$ cat src/rtl/layer_sequencer.sv
// Purpose: walks rows 0..NUM_ROWS-1 through the multiplier, captures each row sum and tracks the signed max / winning class.
// Latency: begin_mult follows start by 1 cycle; each result write and the next begin_mult follow done_row by 1 cycle.
// Backpressure: waits on done_row per row; aborts to ERR after TIMEOUT_CYCLES idle WAIT cycles; start ignored while busy.
module layer_sequencer #(
   parameter int NUM_ROWS       = 10,
   parameter int TIMEOUT_CYCLES = 1024,
   parameter int DATA_W         = 32
) (
   input  logic              clk,
   input  logic              n_rst,
   input  logic              start,
   output logic              begin_mult,
   output logic [3:0]        row_select,
   input  logic              done_row,
   input  logic [DATA_W-1:0] row_result,
   input  logic              overflow,
   output logic              res_wr_en,
   output logic [3:0]        res_wr_addr,
   output logic [DATA_W-1:0] res_wr_data,
   output logic              busy,
   output logic              result_valid,
   output logic [3:0]        class_out,
   output logic [DATA_W-1:0] max_value,
   output logic              any_overflow,
   output logic              error
);

   localparam int              TW     = (TIMEOUT_CYCLES > 1) ? $clog2(TIMEOUT_CYCLES) : 1;
   localparam logic [TW-1:0]   T_LAST = TW'(TIMEOUT_CYCLES - 1);
   localparam logic [3:0]      R_LAST = 4'(NUM_ROWS - 1);

   typedef enum logic [2:0] {
      S_IDLE,
      S_ISSUE,
      S_WAIT,
      S_DONE,
      S_ERR
   } state_t;

   state_t              state, state_nxt;
   logic [3:0]          row_idx, row_nxt;
   logic [TW-1:0]       timer, timer_nxt;

   logic                begin_mult_nxt;
   logic [3:0]          row_select_nxt;
   logic                wr_en_nxt;
   logic [3:0]          wr_addr_nxt;
   logic [DATA_W-1:0]   wr_data_nxt;
   logic                busy_nxt;
   logic                valid_nxt;
   logic [3:0]          class_nxt;
   logic [DATA_W-1:0]   max_nxt;
   logic                ovf_nxt;
   logic                err_nxt;

   // Next-state and next-output decode; every output is registered from these values.
   always_comb begin
      state_nxt   = state;
      row_nxt     = row_idx;
      timer_nxt   = timer;
      wr_en_nxt   = 1'b0;
      wr_addr_nxt = res_wr_addr;
      wr_data_nxt = res_wr_data;
      valid_nxt   = result_valid;
      class_nxt   = class_out;
      max_nxt     = max_value;
      ovf_nxt     = any_overflow;
      err_nxt     = error;

      case (state)
         S_IDLE, S_DONE, S_ERR: begin
            if (start) begin
               state_nxt = S_ISSUE;
               row_nxt   = 4'd0;
               class_nxt = 4'd0;
               max_nxt   = '0;
               ovf_nxt   = 1'b0;
               err_nxt   = 1'b0;
               valid_nxt = 1'b0;
            end
         end
         S_ISSUE: begin
            // A done_row seen here belongs to no outstanding request and is dropped.
            state_nxt = S_WAIT;
            timer_nxt = '0;
         end
         S_WAIT: begin
            timer_nxt = timer + TW'(1);
            if (done_row) begin
               wr_en_nxt   = 1'b1;
               wr_addr_nxt = row_idx;
               wr_data_nxt = row_result;
               ovf_nxt     = any_overflow | overflow;
               // Strict greater-than so an equal later row never displaces the earlier one.
               if ((row_idx == 4'd0) || ($signed(row_result) > $signed(max_value))) begin
                  max_nxt   = row_result;
                  class_nxt = row_idx;
               end
               if (row_idx == R_LAST) begin
                  state_nxt = S_DONE;
                  valid_nxt = 1'b1;
               end else begin
                  row_nxt   = row_idx + 4'd1;
                  state_nxt = S_ISSUE;
               end
            end else if (timer == T_LAST) begin
               state_nxt = S_ERR;
               err_nxt   = 1'b1;
               valid_nxt = 1'b0;
            end
         end
         default: begin
            state_nxt = S_IDLE;
         end
      endcase

      begin_mult_nxt = (state_nxt == S_ISSUE);
      busy_nxt       = (state_nxt == S_ISSUE) || (state_nxt == S_WAIT);
      row_select_nxt = row_nxt;
   end

   // State, counters and registered outputs; synchronous reset clears everything.
   always_ff @(posedge clk) begin
      if (!n_rst) begin
         state        <= S_IDLE;
         row_idx      <= 4'd0;
         timer        <= '0;
         begin_mult   <= 1'b0;
         row_select   <= 4'd0;
         res_wr_en    <= 1'b0;
         res_wr_addr  <= 4'd0;
         res_wr_data  <= '0;
         busy         <= 1'b0;
         result_valid <= 1'b0;
         class_out    <= 4'd0;
         max_value    <= '0;
         any_overflow <= 1'b0;
         error        <= 1'b0;
      end else begin
         state        <= state_nxt;
         row_idx      <= row_nxt;
         timer        <= timer_nxt;
         begin_mult   <= begin_mult_nxt;
         row_select   <= row_select_nxt;
         res_wr_en    <= wr_en_nxt;
         res_wr_addr  <= wr_addr_nxt;
         res_wr_data  <= wr_data_nxt;
         busy         <= busy_nxt;
         result_valid <= valid_nxt;
         class_out    <= class_nxt;
         max_value    <= max_nxt;
         any_overflow <= ovf_nxt;
         error        <= err_nxt;
      end
   end

endmodule

$ cat config.mk
export PLATFORM = sky130hd
export DESIGN_NAME = layer_sequencer
export DESIGN_NICKNAME = d
export VERILOG_FILES = /design/src/rtl/layer_sequencer.sv
export SDC_FILE = /design/constraint.sdc
export NUM_CORES = 1
export LEC_CHECK = 0
export BUFFER_PORTS_ARGS = -buffer_cell sky130_fd_sc_hd__buf_2
export CORE_MARGIN = 4
export CORE_UTILIZATION = 38
export CTS_CLUSTER_DIAMETER = 80
export DETAILED_ROUTE_END_ITERATION = 6
export PLACE_DENSITY_LB_ADDON = 0.05
export SETUP_SLACK_MARGIN = 0.1
export SKIP_LAST_GASP = 1
export SLEW_MARGIN = 0
export SYNTH_ARGS = -nofsm -noshare
export SYNTH_HDL_FRONTEND = slang
export SYNTH_SLANG_ARGS = --single-unit
export TNS_END_PERCENT = 100
$ cat constraint.sdc
create_clock -name clk -period 3.22 [get_ports clk]
set_input_delay 0.644 -clock clk [delete_from_list [all_inputs] [get_ports clk]]
set_output_delay 0.644 -clock clk [all_outputs]
set_load 0.03 [all_outputs]
# Yosys cells after proc, flatten, opt, wreduce, memory -nomap -nowiden
# Cells that the tools add are included.
[classes]
addsub = 2
n_bitwise = 1
magnitude_cmp = 1
mux = 28
eq_ne = 16
n_reduce_logical = 14
[op_table]
columns = ["operator", "n"]
rows = [
  ["32-bit two-way mux", 3],
  ["32-bit case mux with 2 select lines", 1],
  ["32-bit greater-than comparator", 1],
  ["4-bit two-way mux", 5],
  ["10-bit case mux with 2 select lines", 1],
  ["4-bit case mux with 2 select lines", 2],
  ["4-bit AND reduction", 4],
  ["2-bit != test, second input constant", 6],
  ["10-bit by 1-bit adder with 10-bit output, second input constant", 1],
  ["10-bit equality test, second input constant", 1],
  ["3-bit by 2-bit equality test with 1-bit output, second input constant", 3],
  ["3-bit two-way mux", 3],
  ["3-bit case mux with 3 select lines", 1],
  ["1-bit two-way mux", 8],
  ["3-bit by 1-bit equality test with 1-bit output, second input constant", 2],
  ["3-bit != test, second input constant", 2],
  ["1-bit case mux with 2 select lines", 3],
  ["4-bit by 1-bit adder with 4-bit output, second input constant", 1],
  ["4-bit equality test, second input constant", 1],
  ["4-bit zero test", 1],
  ["2-bit AND reduction", 2],
  ["2-bit nonzero test", 2],
  ["3-bit equality test, second input constant", 1],
  ["3-bit zero test", 1],
  ["other kinds (5)", 6],
]
[totals]
register_bits = 95
output_inout_bits = 82
input_bits = 37

# Logic depth before layout (Yosys ltp)
[depth]
word_depth = 6
mapped_depth = 11
mapped_depth_nobuf = 9

# Worst setup path after synthesis
# No wires, ideal clock.
[synth_timing]
path_kind = "input -> register"
start = "input port row_result[25]"
end = "register class_out[0]"
setup_time_ns = 0.072
slack_ns = 0.429
path_buffers = 2
path_stages = 10
t_arrival_ns = 2.719
cell_sequence = "ha_1 -> a21o_1 -> a221o_1 -> a221oi_2 -> o21ai_1 -> or3b_1 -> o211ai_2 -> buf_6 -> buf_12 -> mux2i_1"
[synth_between]
elab_chain_len = 4
[synth_rtl]
columns = ["item", "line", "rtl"]
rows = [
  ["start: declaration", "15", "input logic [DATA_W-1:0] row_result,"],
  ["32-bit greater-than comparator", "95", "if ((row_idx == 4'd0) || ($signed(row_result) > $signed(max_value))) begin"],
  ["1-bit logical OR", "95", ""],
  ["2-bit != test (no source line)", "-", ""],
  ["4-bit AND reduction (no source line)", "-", ""],
  ["end signal: assignment", "150", "class_out <= class_nxt;"],
  ["end: declaration", "22", "output logic [3:0] class_out,"],
]
# No other way between the ends.
# A chain may end at the register's enable or synchronous reset.

# Worst setup path in the final report
[layout_timing]
start = "input port row_result[25]"
end = "register max_value[9]"
[layout_between]
elab_chain_len = 4
[layout_rtl]
columns = ["item", "line", "rtl"]
rows = [
  ["32-bit greater-than comparator", "95", ""],
  ["1-bit logical OR", "95", ""],
  ["2-bit != test (no source line)", "-", ""],
  ["4-bit AND reduction (no source line)", "-", ""],
  ["end signal: assignment", "151", "max_value <= max_nxt;"],
  ["end: declaration", "23", "output logic [DATA_W-1:0] max_value,"],
]
# No other way between the ends.

==> reports/metrics.cfg <==
[floorplan]
boundaryPins = 119
initial_utilization = 0.394
die-area_sq_mm = 0.0145
die_y_microns = 120
fp-row-count = 40
die_x_microns = 120
core_area_sq_mm = 0.0122

[critical_path]
crit_path_start_kind = input port
cp_max_fo = 20
critical_path.cell_chain = buf_2 > ha_1 > a21o_1 > a221o_1 > a221oi_2 > o21ai_1 > or3b_1 > o211ai_4 > buf_12 > mux2i_1
slowest_stage = or3b_1
cp-end-kind = flip-flop
worst-setup-path-type = input port to flip-flop
crit_required_ns = 3.49
critPathMaxStageDelay_ns = 0.43
arrival_ns = 2.99

[timing]
slew-limit-headroom = 0.541
hold_viol_final = 0
fmax_mhz = 367
fin_ws_ns = 0.496
rsz0062_at_grt = false
fin_setup_tns_ns = 0
setup_viol = 0
min_period_ns = 2.72
maxSlewViolCount = 0
fin_skew_ns = 0.00373
worst_pin_slew_ns = 0.689
post-route-period-util = 0.846

[placed_design]
place_hpwl_microns = 8700
place_congestion = 0.738
port_buffers = 118
place_ws_ns = 0.161

[finish]
nFillCells = 1244
most-common-layout-cells = 132 x nand2_1, 117 x buf_2, 95 x dfxtp_1
post-route-util = 0.474
final_common_cell = nand2_1
area_growth_syn_to_layout_pct = 20.3
post_route_cells_drive_above_1_share = 0.215
n_antenna_cell = 0
register_area_sq_mm = 0.00190
final_nets = 749
multiInputGateArea_sq_mm = 0.00259

[routing]
firstDrtPassIters = 4
wl_microns = 12200
drc = 0
post_drt_wl_per_cell_microns = 14.3
drt_iter0_markers = 210
antenna_left = 0
via_per_inst = 4.89
vias = 4145

[clocking]
ctsResizeCount = 0
cts_buffers = 9
cts_tree = yes
clockBufferDepth = 2
cts-root-buf = clkbuf_16
cts_hold_buf = 0
cts_setup_buffers = 0
clk_pin_slew_worst_paths_ns = 0.06
htreeDepth = 3
clock_latency_ns = 0.34
clkSinkCount = 95

[logic_synthesis]
ys_types = 46
postSynth.asyncResetShare = 0
synth_cells = 571
yosysWarnings = 0
synth_edf_count = 0
syn_area_per_cell_sq_um = 8.39
synth-seq-cells = 95
syn-num-nets = 644
netlist_area_sq_mm = 0.00479
yosysSeqAreaShare = 0.397
synthFlopType = dfxtp_1

[global_route]
grt_pass1_vias = 3925
grt_start_max_net_pins = 75
grt_usage = 0.173
grt_antenna_before_repair = 0
grt_pass1_wl_microns = 20200
grt_overflow = 0

[power_and_ir_drop]
p_per_area_mw_per_mm2 = 442
power_leakage_nw = 2.50
worst_ir_drop_vdd_uv = 346

[run_status]
status = completed

[run]
cap_viol_max_count = 0

[hold_path]
hold_path_class = flip-flop to flip-flop

state kept, by name, indices dropped and copies added, names as in the netlist:
name / flops
result_valid: 1
error: 1
busy: 1
res_wr_en: 1
timer: 10
res_wr_addr: 4
class_out: 4
any_overflow: 1
max_value: 32
res_wr_data: 32
begin_mult: 1
state: 3
row_idx: 4
Yosys cell counts (all sizes together) (4+ instances only):
library cell	n	area, sq um
dfxtp	95	1900
o21ai	13	65.1
a21boi	38	285
nand3	46	230
a21oi	26	130
mux2i	40	400
nand4	7	50.1
and3	4	25.0
nor2b	5	31.3
nand2	132	495
buf	5	75.1
and2	11	68.8
ha	36	450
nor2	18	67.6
inv	35	131
clkbuf	27	101
final cells by class:
type,count,share of cell area
multi-input combinational,409,0.450
sequential,95,0.330
timing repair buffer,126,0.118
clock buffer,12,0.0410
tap,168,0.0365
inverter,35,0.0228
clock inverter,2,0.00174
final timing paths:
| check | from | endpoint | slack [ns] | depth (start not counted) |
|---|---|---|---|---|
| max | row_result[25] | max_value[9]$_SDFFE_PN0P_ | 0.50 | 10 |
| min | res_wr_data[18]$_SDFFE_PN0P_ | res_wr_data[18]$_SDFFE_PN0P_ | 0.46 | 2 |
| max reg2reg | max_value[25]$_SDFFE_PN0P_ | max_value[9]$_SDFFE_PN0P_ | 0.54 | 10 |
| min reg2reg | res_wr_data[18]$_SDFFE_PN0P_ | res_wr_data[18]$_SDFFE_PN0P_ | 0.46 | 2 |
layer usage:
metal / track usage / vias to the layer above / wire (microns)
met1: 0.225 / 1915 / 5780
met3: 0.0529 / 5 / 609
met5: 0 / - / 0
li1: - / 2135 / -
met2: 0.285 / 90 / 5680
met4: 0.0361 / 0 / 78
where the power goes:
| part | switching [mW] | internal, mW | total [mW] |
|---|---|---|---|
| Clock | 0.426 | 0.513 | 0.939 |
| Combinational | 0.241 | 0.148 | 0.389 |
| Sequential | 0.0181 | 1.20 | 1.22 |
| Total | 0.685 | 1.86 | 2.55 |
cells by family after synthesis:
family          synth area share
buf+inv                   0.0643
simple gates               0.230
flops                      0.397
fa+ha+maj                 0.0940
mux                       0.0836
xor+xnor                 0.00366
compound gates             0.127
through the flow:
stage          hold slack [ns]  cell area (sq um)  total power [mW]  instances
5_1_grt                  0.479               5760              2.68        847
3_5_place_dp             0.451               5520              1.64        833
2_1_floorplan            0.437               4790              1.53        571
4_1_cts                  0.462               5760              2.60        847
6_report                 0.458               5760              2.55        847
3_3_place_gp             0.443               5520              1.63        833
critical path: cells and delay by family:
| kind | cells | cell delay [ns] |
|---|---|---|
| buffers and inverters | 2 | 0.35 |
| and+or+nand+nor | 1 | 0.43 |
| adders and majority gates | 1 | 0.31 |
| muxes | 1 | 0.21 |
| AOI/OAI and AO/OA | 5 | 1.04 |
Power figures use the tool's default switching activity.
